[src/rtl/enc_pkg.sv]
// Shared types and helpers for the encoder step tracker.
//   ch_state_e : per-channel state (ST_PRIME waits for its first sample, ST_RUN computes deltas)
//   sat_res_t  : result of a saturating add (clamped value plus clamp flag)
//   acc_max()  : largest accumulator magnitude for a given accumulator width
//   half()     : the ambiguous half-turn delta for a given position width
package enc_pkg;

  typedef enum logic {
    ST_PRIME = 1'b0,
    ST_RUN   = 1'b1
  } ch_state_e;

  // Values for the default configuration (WIDTH=5, ACC_W=6).
  localparam int WIDTH_DEF = 5;
  localparam int ACC_W_DEF = 6;
  localparam int ACC_MAX   = 2 ** (ACC_W_DEF - 1) - 1;
  localparam int HALF      = 2 ** (WIDTH_DEF - 1);

  typedef struct packed {
    logic        clamped;
    logic [31:0] value;
  } sat_res_t;

  function automatic int acc_max(input int acc_w);
    return (1 << (acc_w - 1)) - 1;
  endfunction

  function automatic int half(input int width);
    return 1 << (width - 1);
  endfunction

  // Signed a + b clamped to [-lim, +lim]; clamped flags any limiting.
  function automatic sat_res_t sat_add(input int a, input int b, input int lim);
    sat_res_t r;
    int s;
    s = a + b;
    r.clamped = 1'b0;
    r.value   = 32'(s);
    if (s > lim) begin
      r.clamped = 1'b1;
      r.value   = 32'(lim);
    end else if (s < -lim) begin
      r.clamped = 1'b1;
      r.value   = 32'(-lim);
    end
    return r;
  endfunction

endpackage

[src/rtl/enc_step_channel.sv]
// One encoder channel: wrap-aware delta, deadband, saturating pending-step
// accumulator and rate-limited inc/dec pulse replay.
// Ports:
//   clk, reset (async, active-low)
//   sample_en : pos is sampled on cycles where this is 1
//   clear     : synchronous drop of pending steps and ovf, back to ST_PRIME
//   pos       : absolute position, wraps mod 2^WIDTH
//   inc, dec  : registered 1-cycle pulses, one per count
//   busy      : accumulator non-zero
//   ovf       : sticky saturation flag
//   state     : current channel state (debug visibility)
module enc_step_channel
  import enc_pkg::*;
#(
  parameter int WIDTH     = 5,
  parameter int DEADBAND  = 0,
  parameter int ACC_W     = 6,
  parameter int PULSE_GAP = 0
) (
  input  logic             clk,
  input  logic             reset,
  input  logic             sample_en,
  input  logic             clear,
  input  logic [WIDTH-1:0] pos,
  output logic             inc,
  output logic             dec,
  output logic             busy,
  output logic             ovf,
  output ch_state_e        state
);

  localparam int GAP_W = (PULSE_GAP > 0) ? $clog2(PULSE_GAP + 1) : 1;
  localparam int LIM   = acc_max(ACC_W);
  localparam logic [WIDTH-1:0] HALF_PAT = WIDTH'(half(WIDTH));

  ch_state_e               state_q, state_d;
  logic [WIDTH-1:0]        prev_q, prev_d, diff;
  logic signed [ACC_W-1:0] acc_q, acc_d;
  logic [GAP_W-1:0]        gap_q, gap_d;
  logic                    inc_q, inc_d, dec_q, dec_d;
  logic                    busy_q, busy_d, ovf_q, ovf_d;
  logic                    emit;
  int                      d_int, d_mag, d_add, sgn;
  sat_res_t                res;

  always_comb begin
    state_d = state_q;
    prev_d  = prev_q;
    diff    = pos - prev_q;
    d_int   = int'($signed(diff));
    d_mag   = (d_int < 0) ? -d_int : d_int;
    d_add   = 0;
    emit    = (acc_q != '0) && (gap_q == '0);
    sgn     = emit ? (acc_q[ACC_W-1] ? -1 : 1) : 0;

    if (sample_en) begin
      if (state_q == ST_PRIME) begin
        prev_d  = pos;
        state_d = ST_RUN;
      end else if (diff == HALF_PAT) begin
        // Half-turn jump has no defined direction: resync only.
        prev_d = pos;
      end else if (d_mag > DEADBAND) begin
        prev_d = pos;
        d_add  = d_int;
      end
      // Inside the deadband prev is held so slow creep still builds up.
    end

    // Emission and a new step on the same edge combine arithmetically.
    res    = sat_add(int'(acc_q), d_add - sgn, LIM);
    acc_d  = res.value[ACC_W-1:0];
    ovf_d  = ovf_q | res.clamped;
    busy_d = (acc_d != '0);
    inc_d  = emit & ~acc_q[ACC_W-1];
    dec_d  = emit & acc_q[ACC_W-1];
    if (emit) begin
      gap_d = GAP_W'(PULSE_GAP);
    end else if (gap_q != '0) begin
      gap_d = gap_q - GAP_W'(1);
    end else begin
      gap_d = gap_q;
    end

    if (clear) begin
      state_d = ST_PRIME;
      prev_d  = prev_q;
      acc_d   = '0;
      gap_d   = '0;
      inc_d   = 1'b0;
      dec_d   = 1'b0;
      busy_d  = 1'b0;
      ovf_d   = 1'b0;
    end
  end

  always_ff @(posedge clk or negedge reset) begin
    if (!reset) begin
      state_q <= ST_PRIME;
      prev_q  <= '0;
      acc_q   <= '0;
      gap_q   <= '0;
      inc_q   <= 1'b0;
      dec_q   <= 1'b0;
      busy_q  <= 1'b0;
      ovf_q   <= 1'b0;
    end else begin
      state_q <= state_d;
      prev_q  <= prev_d;
      acc_q   <= acc_d;
      gap_q   <= gap_d;
      inc_q   <= inc_d;
      dec_q   <= dec_d;
      busy_q  <= busy_d;
      ovf_q   <= ovf_d;
    end
  end

  assign inc   = inc_q;
  assign dec   = dec_q;
  assign busy  = busy_q;
  assign ovf   = ovf_q;
  assign state = state_q;

endmodule

[src/rtl/enc_step_tracker.sv]
// Multi-channel encoder step tracker: turns debounced absolute positions into
// one inc/dec pulse per count for the cursor counters.
// Ports:
//   clk, reset (async, active-low)
//   sample_en, clear : shared by all channels
//   enc_pos          : channel c at [c*WIDTH +: WIDTH]
//   inc, dec         : per-channel 1-cycle count pulses
//   busy             : per-channel pulses still pending
//   ovf              : per-channel sticky saturation flag
//   state            : per-channel debug, 1 = channel primed and running
module enc_step_tracker
  import enc_pkg::*;
#(
  parameter int NCH       = 2,
  parameter int WIDTH     = 5,
  parameter int DEADBAND  = 0,
  parameter int ACC_W     = 6,
  parameter int PULSE_GAP = 0
) (
  input  logic                 clk,
  input  logic                 reset,
  input  logic                 sample_en,
  input  logic                 clear,
  input  logic [NCH*WIDTH-1:0] enc_pos,
  output logic [NCH-1:0]       inc,
  output logic [NCH-1:0]       dec,
  output logic [NCH-1:0]       busy,
  output logic [NCH-1:0]       ovf,
  output logic [NCH-1:0]       state
);

  for (genvar c = 0; c < NCH; c++) begin : g_ch
    ch_state_e ch_state;

    enc_step_channel #(
      .WIDTH    (WIDTH),
      .DEADBAND (DEADBAND),
      .ACC_W    (ACC_W),
      .PULSE_GAP(PULSE_GAP)
    ) u_ch (
      .clk      (clk),
      .reset    (reset),
      .sample_en(sample_en),
      .clear    (clear),
      .pos      (enc_pos[c*WIDTH +: WIDTH]),
      .inc      (inc[c]),
      .dec      (dec[c]),
      .busy     (busy[c]),
      .ovf      (ovf[c]),
      .state    (ch_state)
    );

    assign state[c] = (ch_state == ST_RUN);
  end

endmodule

[config.mk]
export PLATFORM = sky130hd
export DESIGN_NAME = enc_step_tracker
export DESIGN_NICKNAME = d
export VERILOG_FILES = /design/src/rtl/enc_pkg.sv /design/src/rtl/enc_step_channel.sv /design/src/rtl/enc_step_tracker.sv
export SDC_FILE = /design/constraint.sdc
export NUM_CORES = 1
export LEC_CHECK = 0
export CAP_MARGIN = 20
export CORE_MARGIN = 4
export CORE_UTILIZATION = 30
export DETAILED_ROUTE_END_ITERATION = 8
export GPL_TIMING_DRIVEN = 0
export PLACE_DENSITY = 0.47
export REMOVE_ABC_BUFFERS = 1
export SLEW_MARGIN = 10
export SYNTH_ARGS = -nofsm -noshare
export SYNTH_HDL_FRONTEND = slang
export SYNTH_SLANG_ARGS = --single-unit
export TNS_END_PERCENT = 20
[constraint.sdc]
create_clock -name clk -period 9.4 [get_ports clk]
set_input_delay 0.94 -clock clk [delete_from_list [all_inputs] [get_ports clk]]
set_output_delay 0.94 -clock clk [all_outputs]
set_load 0.02 [all_outputs]
==> metrics.md, run 1 <==
| Metric | Value |
|---|---|
| Crit path to | `g_ch[1].u_ch.acc_q[4]` |
| Post-CTS sizing | `0` |
| Slew headroom | `50.1%` |
| Port bufs | `23` |
| Total Nets Final | `484` |
| Core area | `0.0120 sq mm` |
| Mapped cell area | `0.00368 sq mm` |
| Row cnt | `40` |
| Most used cell, CP | `fa_1` |
| Avg Vias per Cell | `5.05` |
| DR pass1 iterations | `5` |
| Dominant cells by area after synthesis | `dfrtp_1 21%, fa_1 21%, ha_1 8.8%` |
| CP delay by family, top | `adder cells` |
| Vias in the first global route | `2938` |
| Diodes inserted | `0` |
| Worst slew pin tran | `0.748 ns` |
| Hold WS | `0.486 ns` |
| CP Launch Point | `enc_pos[5]` |
| HP Class | `flip-flop to flip-flop` |
| CTS Buffer Depth | `2` |
| Area delta synth->final | `12.2%` |
| Hold_buf cts | `0` |
| Worst Setup Slack, final | `1.00 ns` |
| Crit. End Element | `flip-flop` |
| ANT nets after route | `0` |
| Critical path startpoint category | `input port` |
| Sink Count | `31` |
| Number of stages on the worst setup path | `25` |
| Synth Warn # | `0` |
| Setup bufs post-CTS | `0` |
| Fin crit share | `89.4%` |
| Critical path type | `input port to flip-flop` |
| GRT Util Overall | `11.9%` |
| Skew final | `0.00513 ns` |
| Share of cells above drive strength 1 | `7.37%` |
| CTS tree | `built` |
| Biggest area consumer among synthesized cells | `dfrtp_1` |
| Initial Utilization | `30.6%` |
| Post-synth ARST share | `100%` |
| Top_reg_cell synth | `dfrtp_1` |
| DRT iter0 DRCs | `123` |
| Status | `finished clean` |
| Worst r2r src | `g_ch[1].u_ch.prev_q[0]` |
| Setup TNS | `0 ns` |
| Crit path max-delay cell type | `fa_1` |
| FF-to-FF End | `g_ch[1].u_ch.acc_q[4]` |
| RSZ-0062 raised after global routing | `false` |
| Synth top area share | `21.1%` |
| Reg2Reg Setup Slack | `1.82 ns` |
| Hpwl dp | `6450 um` |
| WL final | `7900 um` |
| Synth Instances | `392` |
| Worst-path clk slew | `0.06 ns` |
| Final Max Slew Viols | `0` |
| Count of different cell masters after synthesis | `61` |
| Post-route DRC | `0` |
| Arr. time, crit path | `8.62 ns` |
| Post-Place Setup Slack | `0.608 ns` |
| Via count | `2795` |
| Largest net degree at the start of global routing | `32` |
| Setup violators final | `0` |
| Post-synthesis register bit count | `31` |
| Routability cong. | `0.804` |
| Ports | `24` |
| Worst EP required | `9.62 ns` |
| Vert. Die Dim | `119 um` |
| Layout Utilization | `34.4%` |
| Final Hold Viols | `0` |
| First-pass GRT wire length | `14000 um` |
| GRT overflow | `0` |
| CTS root buf | `clkbuf_16` |
| Maximum clock rate | `0.119 GHz` |
| Slowest stage delay, CP | `0.78 ns` |
| Wire per inst | `14.3 um` |
| Post-synthesis sequential area ratio | `21.1%` |
| Die Wd | `119 um` |
| Htree depth | `2` |
| Min Tclk post-route | `8.40 ns` |
| Worst-Skew Late Latency | `0.28 ns` |
| Syn_area_per_cell | `9.38 sq um` |
| Max_cap viols | `0` |
| TritonCTS buffer count | `5` |
| WP buf/inv | `3` |
| Reg2Reg Depth | `23` |
| Die area | `0.0141 sq mm` |
| EDFF count, synth | `0` |
| CP max FO | `11` |
| Initial antenna violation count | `0` |
[state kept, by name, summed over array words and instances, names as in the netlist]
register / cells
g_ch.u_ch.dec: 2
g_ch.u_ch.busy: 2
g_ch.u_ch.inc: 2
g_ch.u_ch.prev_q: 10
g_ch.u_ch.acc_q: 12
g_ch.u_ch.state: 1
g_ch.u_ch.ovf: 2
[synth_stat cells (all sizes together) (6+ instances only)]
cell and instances:
inv 48, xor2 7, nor2 26, o21ai 17
a21o 13, nand2b 6, nor3 7, a21oi 19
xnor2 8, buf 11, ha 26, nor4 9
fa 38, nand3 6, nand4 8, dfrtp 31
or3 6, nand2 24
[layout make-up]
class,instances,area (sq um)
Multi-Input combinational cell,297,2620
Sequential cell,31,776
Clock inverter,1,5.00
Tap cell,147,184
Timing Repair Buffer,23,225
Fill cell,1262,7890
Inverter,48,180
Clock buffer,7,133
[layout by cell type, fill, tap and decap left out, types with 5 or more instances in the layout]
master / n
a21o_1: 12
nor3_1: 7
fa_1: 38
nor4_1: 8
o21ai_0: 16
ha_1: 26
nor2_1: 26
xnor2_1: 8
nand2b_1: 6
dfrtp_1: 31
clkbuf_16: 5
or3_1: 5
nor2b_1: 5
nand2_1: 24
a21oi_1: 19
nand4_1: 8
clkdlybuf4s50_1: 22
xor2_1: 7
mux2_4: 5
a31oi_1: 5
inv_1: 48
nand3_1: 6
[cell families after synthesis]
logic type	synth area share (%)
and+or+nand+nor	19.0
AOI/OAI and AO/OA	16.9
buffers and inverters	7.58
adders and majority gates	29.5
DFF	21.1
xor gates and xnor gates	3.57
muxes	2.31
[worst register-to-register path: cells and delay by family, from the launching register on]
kind / cells / cell delay (ns)
AO/OA/AOI/OAI: 7 / 1.85
adder cells (fa/ha/maj): 6 / 2.76
buffers and inverters: 1 / 0.10
flip-flops: 1 / 0.40
AND/OR/NAND/NOR: 9 / 2.41
[metal layers]
layer / routed length (um) / track usage, % / vias to the layer above
met5: 0 / 0 / -
met4: 59 / 2.17 / 0
met3: 283 / 2.58 / 6
met2: 3660 / 19.4 / 38
met1: 3890 / 16.4 / 1371
li1: - / - / 1380
[how the worst min path moves through the flow]
| stage | from | end | slack [ns] | cells after the start |
|---|---|---|---|---|
| 2_1_floorplan | g_ch[1].u_ch.prev_q[2] | g_ch[1].u_ch.prev_q[2] | 0.46 | 2 |
| 3_3_place_gp | g_ch[1].u_ch.prev_q[3] | g_ch[1].u_ch.prev_q[3] | 0.47 | 2 |
| 3_5_place_dp | g_ch[1].u_ch.prev_q[3] | g_ch[1].u_ch.prev_q[3] | 0.48 | 2 |
| 4_1_cts | g_ch[1].u_ch.prev_q[3] | g_ch[1].u_ch.prev_q[3] | 0.49 | 2 |
| 5_1_grt | g_ch[1].u_ch.prev_q[3] | g_ch[1].u_ch.prev_q[3] | 0.51 | 2 |
| 6_report | g_ch[1].u_ch.prev_q[2] | g_ch[1].u_ch.prev_q[2] | 0.49 | 2 |
[per-stage QoR]
step           instances  instance area [sq um]
6_report             554                   4130
5_1_grt              554                   4130
4_1_cts              554                   4130
3_5_place_dp         546                   3990
3_3_place_gp         546                   3990
2_1_floorplan        376                   3580
Power of run 1 is not shown: default switching activity piles up to over one toggle a cycle in this logic, so the estimate is an artifact.
==> run 2, diff against run 1 <==
PLACE_DENSITY = default   (was 0.47)
PLACE_DENSITY_LB_ADDON = 0.2   (was default)
==> run 2 against run 1 <==
  * First-iteration DRC count shrank 16%
  * Global-route usage shrank 0.42 points
  * Cell count is the same
  * Routed wire length shrank 1.4%
  * Setup slack lost 0.12 ns
  * Clock-buffer cell count shrank 2
  * Critical path depth is the same
  * Hold slack is essentially flat
  * Sequential share of layout area shrank 0.057 points
  * Sequential cell count is the same
==> metrics.md, run 2 (synthesis results as in run 1) <==
| Metric | Value |
|---|---|
| GRT overflow | `0` |
| CTS root buf | `clkbuf_16` |
| Crit. End Element | `flip-flop` |
| Initial Utilization | `30.6%` |
| Hold Path End | `g_ch[1].u_ch.prev_q[2]` |
| Avg Vias per Cell | `5.05` |
| TritonCTS buffer count | `5` |
| Post-route DRC | `0` |
| Worst r2r src | `g_ch[1].u_ch.prev_q[0]` |
| Routability cong. | `0.759` |
| Largest net degree at the start of global routing | `32` |
| Reg2Reg Depth | `23` |
| Post-Place Setup Slack | `0.546 ns` |
| Port bufs | `23` |
| Htree depth | `2` |
| ANT nets after route | `0` |
| Vert. Die Dim | `119 um` |
| Ports | `24` |
| Max FFs per register | `12` |
| Maximum clock rate | `0.117 GHz` |
| Setup violators final | `0` |
| Setup bufs post-CTS | `0` |
| Worst-Skew Late Latency | `0.28 ns` |
| Area delta synth->final | `12.5%` |
| Slew headroom | `49.6%` |
| CTS Buffer Depth | `2` |
| Post-CTS sizing | `0` |
| CTS tree | `built` |
| Die area | `0.0141 sq mm` |
| Core area | `0.0120 sq mm` |
| Commonest cells after routing, fill and taps aside | `48 x inv_1, 38 x fa_1, 31 x dfrtp_1` |
| Final Max Slew Viols | `0` |
| Hold WS | `0.486 ns` |
| Placed cell count | `546` |
| Arr. time, crit path | `8.74 ns` |
| Share of cells above drive strength 1 | `7.86%` |
| RSZ-0062 raised after global routing | `false` |
| Die Wd | `119 um` |
| Critical path type | `input port to flip-flop` |
| Largest registers | `g_ch.u_ch.acc_q: 12 flops, g_ch.u_ch.prev_q: 10 flops` |
| CP max FO | `11` |
| Hold_buf cts | `0` |
| Worst Setup Slack, final | `0.882 ns` |
| Diodes inserted | `0` |
| Sink Count | `31` |
| CP Launch Point | `enc_pos[5]` |
| Layout fillers | `1228` |
| Reg2Reg Setup Slack | `1.68 ns` |
| Via count | `2796` |
| Fin crit share | `90.6%` |
| Total Nets Final | `484` |
| Min Tclk post-route | `8.52 ns` |
| DRT iter0 DRCs | `103` |
| Row cnt | `40` |
| Skew final | `0.00880 ns` |
| Status | `finished clean` |
| Non-filler cells in the finished layout | `554` |
| HP Class | `flip-flop to flip-flop` |
| Worst-path clk slew | `0.06 ns` |
| Vias in the first global route | `2848` |
| Worst EP required | `9.62 ns` |
| WL final | `7790 um` |
| Setup TNS | `0 ns` |
| Final Hold Viols | `0` |
| Hpwl dp | `6280 um` |
| Max_cap viols | `0` |
| Hold depth | `2` |
| First-pass GRT wire length | `13500 um` |
| DR pass1 iterations | `4` |
| FF-to-FF End | `g_ch[1].u_ch.acc_q[4]` |
| Wire per inst | `14.1 um` |
| Worst Min Path Start | `g_ch[1].u_ch.prev_q[2]` |
| Most common cell after layout, fill and taps aside | `inv_1` |
| Biggest register | `g_ch.u_ch.acc_q` |
| Critical path startpoint category | `input port` |
| Worst slew pin tran | `0.754 ns` |
| GRT Util Overall | `11.5%` |
| Initial antenna violation count | `0` |
==> run 2: cell types whose count changed in the layout (fill, tap and decap cells not counted), sizes merged <==
cell / before / now
clkbuf: 7 / 5
clkinvlp: 0 / 1
clkinv: 1 / 2
==> run 2: worst max-delay path, cell delays in order <==
cell and delay, ns:
clkdlybuf4s50_1 0.48, inv_1 0.05, ha_1 0.22, fa_1 0.40, nand2b_1 0.15, a21boi_0 0.30, or3_1 0.20, nand2_1 0.09
a31oi_1 0.58, a21oi_1 0.23, nor3b_1 0.49, fa_1 0.80, ha_1 0.48, o21ai_0 0.13, o21bai_1 0.14, a21oi_1 0.34
inv_1 0.10, fa_1 0.39, fa_1 0.50, nor4_1 0.32, nand3b_1 0.12, or4_1 0.55, nor4b_2 0.34, or2_2 0.21
o2111a_1 0.19
==> run 2: worst max path at each step <==
stage	endpoint	slack, ns	cells after the start
detailed placement	g_ch[1].u_ch.acc_q[4]	0.55	25
finish	g_ch[1].u_ch.acc_q[4]	0.88	25
CTS	g_ch[1].u_ch.acc_q[4]	0.83	25
global route	g_ch[1].u_ch.acc_q[4]	0.33	25
global placement	g_ch[1].u_ch.acc_q[4]	0.64	25
floorplan	g_ch[1].u_ch.acc_q[4]	2.20	24
==> run 2: metrics by stage <==
step	util, %	cell area [sq um]
after floorplan	-	3580
after global placement	33.3	3990
after detailed placement	33.2	3990
after CTS	34.5	4140
after global routing	34.5	4140
final	34.5	4140
==> run 2: area by class of cell <==
type | instances | area (sq um) | area share, %
clock buffers | 5 | 125 | 3.02
clock inverters | 3 | 25.0 | 0.605
inverters | 48 | 180 | 4.35
multi-input cells | 297 | 2620 | 63.4
flip-flops and latches | 31 | 776 | 18.7
well taps | 147 | 184 | 4.44
repair buffers | 23 | 225 | 5.44
==> run 2: per-layer routing <==
layer | global-route usage (%) | part of all wire (%)
met3 | 2.68 | 3.4
met5 | 0 | 0
met2 | 18.8 | 46
met4 | 2.17 | 0.81
met1 | 15.7 | 50
Power of run 2 is left out for the same reason.
==> run 3, diff against run 2 <==
clock period = 8.75 ns   (was 9.4 ns; I/O delays follow)
==> run 3 against run 2 <==
  * Routed wire length increased by 0.13%
  * Sequential share of layout area about the same
  * First-iteration DRC count increased by 22%
  * Hold slack about the same
  * Utilization increased by 0.083 points
  * Setup slack got worse by 0.28 ns
  * Clock skew about the same
  * Critical path depth increased by 2
  * Critical path type unchanged
  * Largest cell class unchanged
==> metrics.md, run 3 (synthesis results as in run 1) <==
| Metric | Value |
|---|---|
| Die Wd | `119 um` |
| Slew headroom | `50.4%` |
| Critical path type | `input port to flip-flop` |
| CTS tree | `built` |
| Min Tclk post-route | `8.15 ns` |
| RSZ-0062 raised after global routing | `false` |
| Row cnt | `40` |
| Ports | `24` |
| Final Hold Viols | `0` |
| Largest registers | `g_ch.u_ch.acc_q: 12 flops, g_ch.u_ch.prev_q: 10 flops` |
| Wire per inst | `14.1 um` |
| Worst slew pin tran | `0.743 ns` |
| CTS Buffer Depth | `2` |
| Worst-path clk slew | `0.06 ns` |
| WL final | `7800 um` |
| DR pass1 iterations | `4` |
| Hold WS | `0.486 ns` |
| Avg Vias per Cell | `5.04` |
| Reg2Reg Depth | `25` |
| GRT overflow | `0` |
| Status | `finished clean` |
| Sink Count | `31` |
| Arr. time, crit path | `8.37 ns` |
| Htree depth | `2` |
| Initial Utilization | `30.6%` |
| WP buf/inv | `3` |
| Largest net degree at the start of global routing | `32` |
| Hold depth | `2` |
| Diodes inserted | `0` |
| Worst-Skew Late Latency | `0.28 ns` |
| Slowest stage delay, CP | `0.55 ns` |
| Setup violators final | `0` |
| FF-to-FF End | `g_ch[1].u_ch.acc_q[4]` |
| CP max FO | `6` |
| Commonest cells after routing, fill and taps aside | `48 x inv_1, 37 x fa_1, 31 x dfrtp_1` |
| CTS root buf | `clkbuf_16` |
| HP Class | `flip-flop to flip-flop` |
| ANT nets after route | `0` |
| Skew final | `0.00893 ns` |
| Post-route DRC | `0` |
| Total Nets Final | `484` |
| Biggest register | `g_ch.u_ch.acc_q` |
| Via count | `2792` |
| Most used cell, CP | `fa_1` |
| Vias in the first global route | `2848` |
| GRT Util Overall | `11.5%` |
| TritonCTS buffer count | `5` |
| Worst r2r src | `g_ch[1].u_ch.prev_q[0]` |
| Placement Cell Area | `0.00399 sq mm` |
| Final Max Slew Viols | `0` |
| Max FFs per register | `12` |
| Critical path startpoint category | `input port` |
| Worst Min Path Start | `g_ch[1].u_ch.prev_q[2]` |
| CP delay by family, top | `compound AO/OA/AOI/OAI gates` |
| Most common cell after layout, fill and taps aside | `inv_1` |
| Routability cong. | `0.759` |
| Area delta synth->final | `12.8%` |
| Hpwl dp | `6280 um` |
| DRT iter0 DRCs | `126` |
| Share of cells above drive strength 1 | `8.35%` |
| Max_cap viols | `0` |
| Hold Path End | `g_ch[1].u_ch.prev_q[2]` |
| Crit. End Element | `flip-flop` |
| Core area | `0.0120 sq mm` |
| First-pass GRT wire length | `13500 um` |
| Die area | `0.0141 sq mm` |
| Initial antenna violation count | `0` |
| Post-Layout Inst Area | `0.00415 sq mm` |
| Worst EP required | `8.97 ns` |
| Vert. Die Dim | `119 um` |
| Crit path max-delay cell type | `or4_1` |
| Reg2Reg Setup Slack | `1.34 ns` |
| Fin crit share | `93.1%` |
| Port bufs | `23` |
| Maximum clock rate | `0.123 GHz` |
==> run 3: timing repair <==
item,4_1_cts,5_1_grt
setup endpoints to repair,0,6
resized for setup,0,3
buffers inserted,0,0
hold buffers,0,0
==> run 3: how the worst max path moves through the flow <==
stage / startpoint / end / cells past startpoint / slack [ns]
after floorplan: enc_pos[5] / g_ch[1].u_ch.acc_q[4] / 24 / 1.62
after global placement: enc_pos[5] / g_ch[1].u_ch.acc_q[4] / 25 / 0.05
after detailed placement: enc_pos[5] / g_ch[1].u_ch.acc_q[4] / 25 / -0.04
after CTS: enc_pos[5] / g_ch[1].u_ch.acc_q[4] / 25 / 0.24
after global routing: enc_pos[5] / g_ch[1].u_ch.acc_q[4] / 27 / 0.03
final: enc_pos[5] / g_ch[1].u_ch.acc_q[4] / 27 / 0.60
==> run 3: worst register-to-register path, cell delays in order (launching register included) <==
cell       delay, ns
dfrtp_1         0.40
ha_1            0.22
fa_1            0.40
nand2b_1        0.15
a21boi_0        0.30
o21ai_0         0.22
a2111oi_1       0.49
a31oi_2         0.17
a21oi_1         0.31
nor3_1          0.11
fa_1            0.49
ha_1            0.31
a21o_1          0.18
a21oi_1         0.28
o21a_1          0.18
o21bai_1        0.11
a21oi_1         0.34
inv_1           0.10
fa_1            0.39
fa_1            0.50
nor4_1          0.32
nand3b_1        0.12
or4_1           0.55
nor4b_2         0.34
or2_2           0.21
o2111a_1        0.19
==> run 3: stage by stage <==
step / worst slack (ns) / std cells / TNS, ns / util [%]
floorplan: 1.62 / 376 / 0 / -
global placement: 0.0523 / 546 / 0 / 33.3
detailed placement: -0.0390 / 546 / -0.0390 / 33.2
CTS: 0.241 / 554 / 0 / 34.5
global route: 0.0298 / 554 / 0 / 34.5
finish: 0.603 / 554 / 0 / 34.5
==> run 3: layout make-up <==
type                       instances  area, sq um
clock buffer                       5          125
clock inverter                     3         25.0
fill                            1225         7860
inverter                          48          180
multi-input combinational        297         2630
sequential                        31          776
tap                              147          184
timing repair buffer              23          225
==> run 3: layer usage <==
metal | routed length (um) | vias to the layer above | GRT usage, %
met5 | 0 | - | 0
li1 | - | 1384 | -
met3 | 313 | 6 | 2.68
met1 | 3850 | 1361 | 15.7
met2 | 3560 | 41 | 18.8
met4 | 63 | 0 | 2.17
Power of run 3 is left out for the same reason.
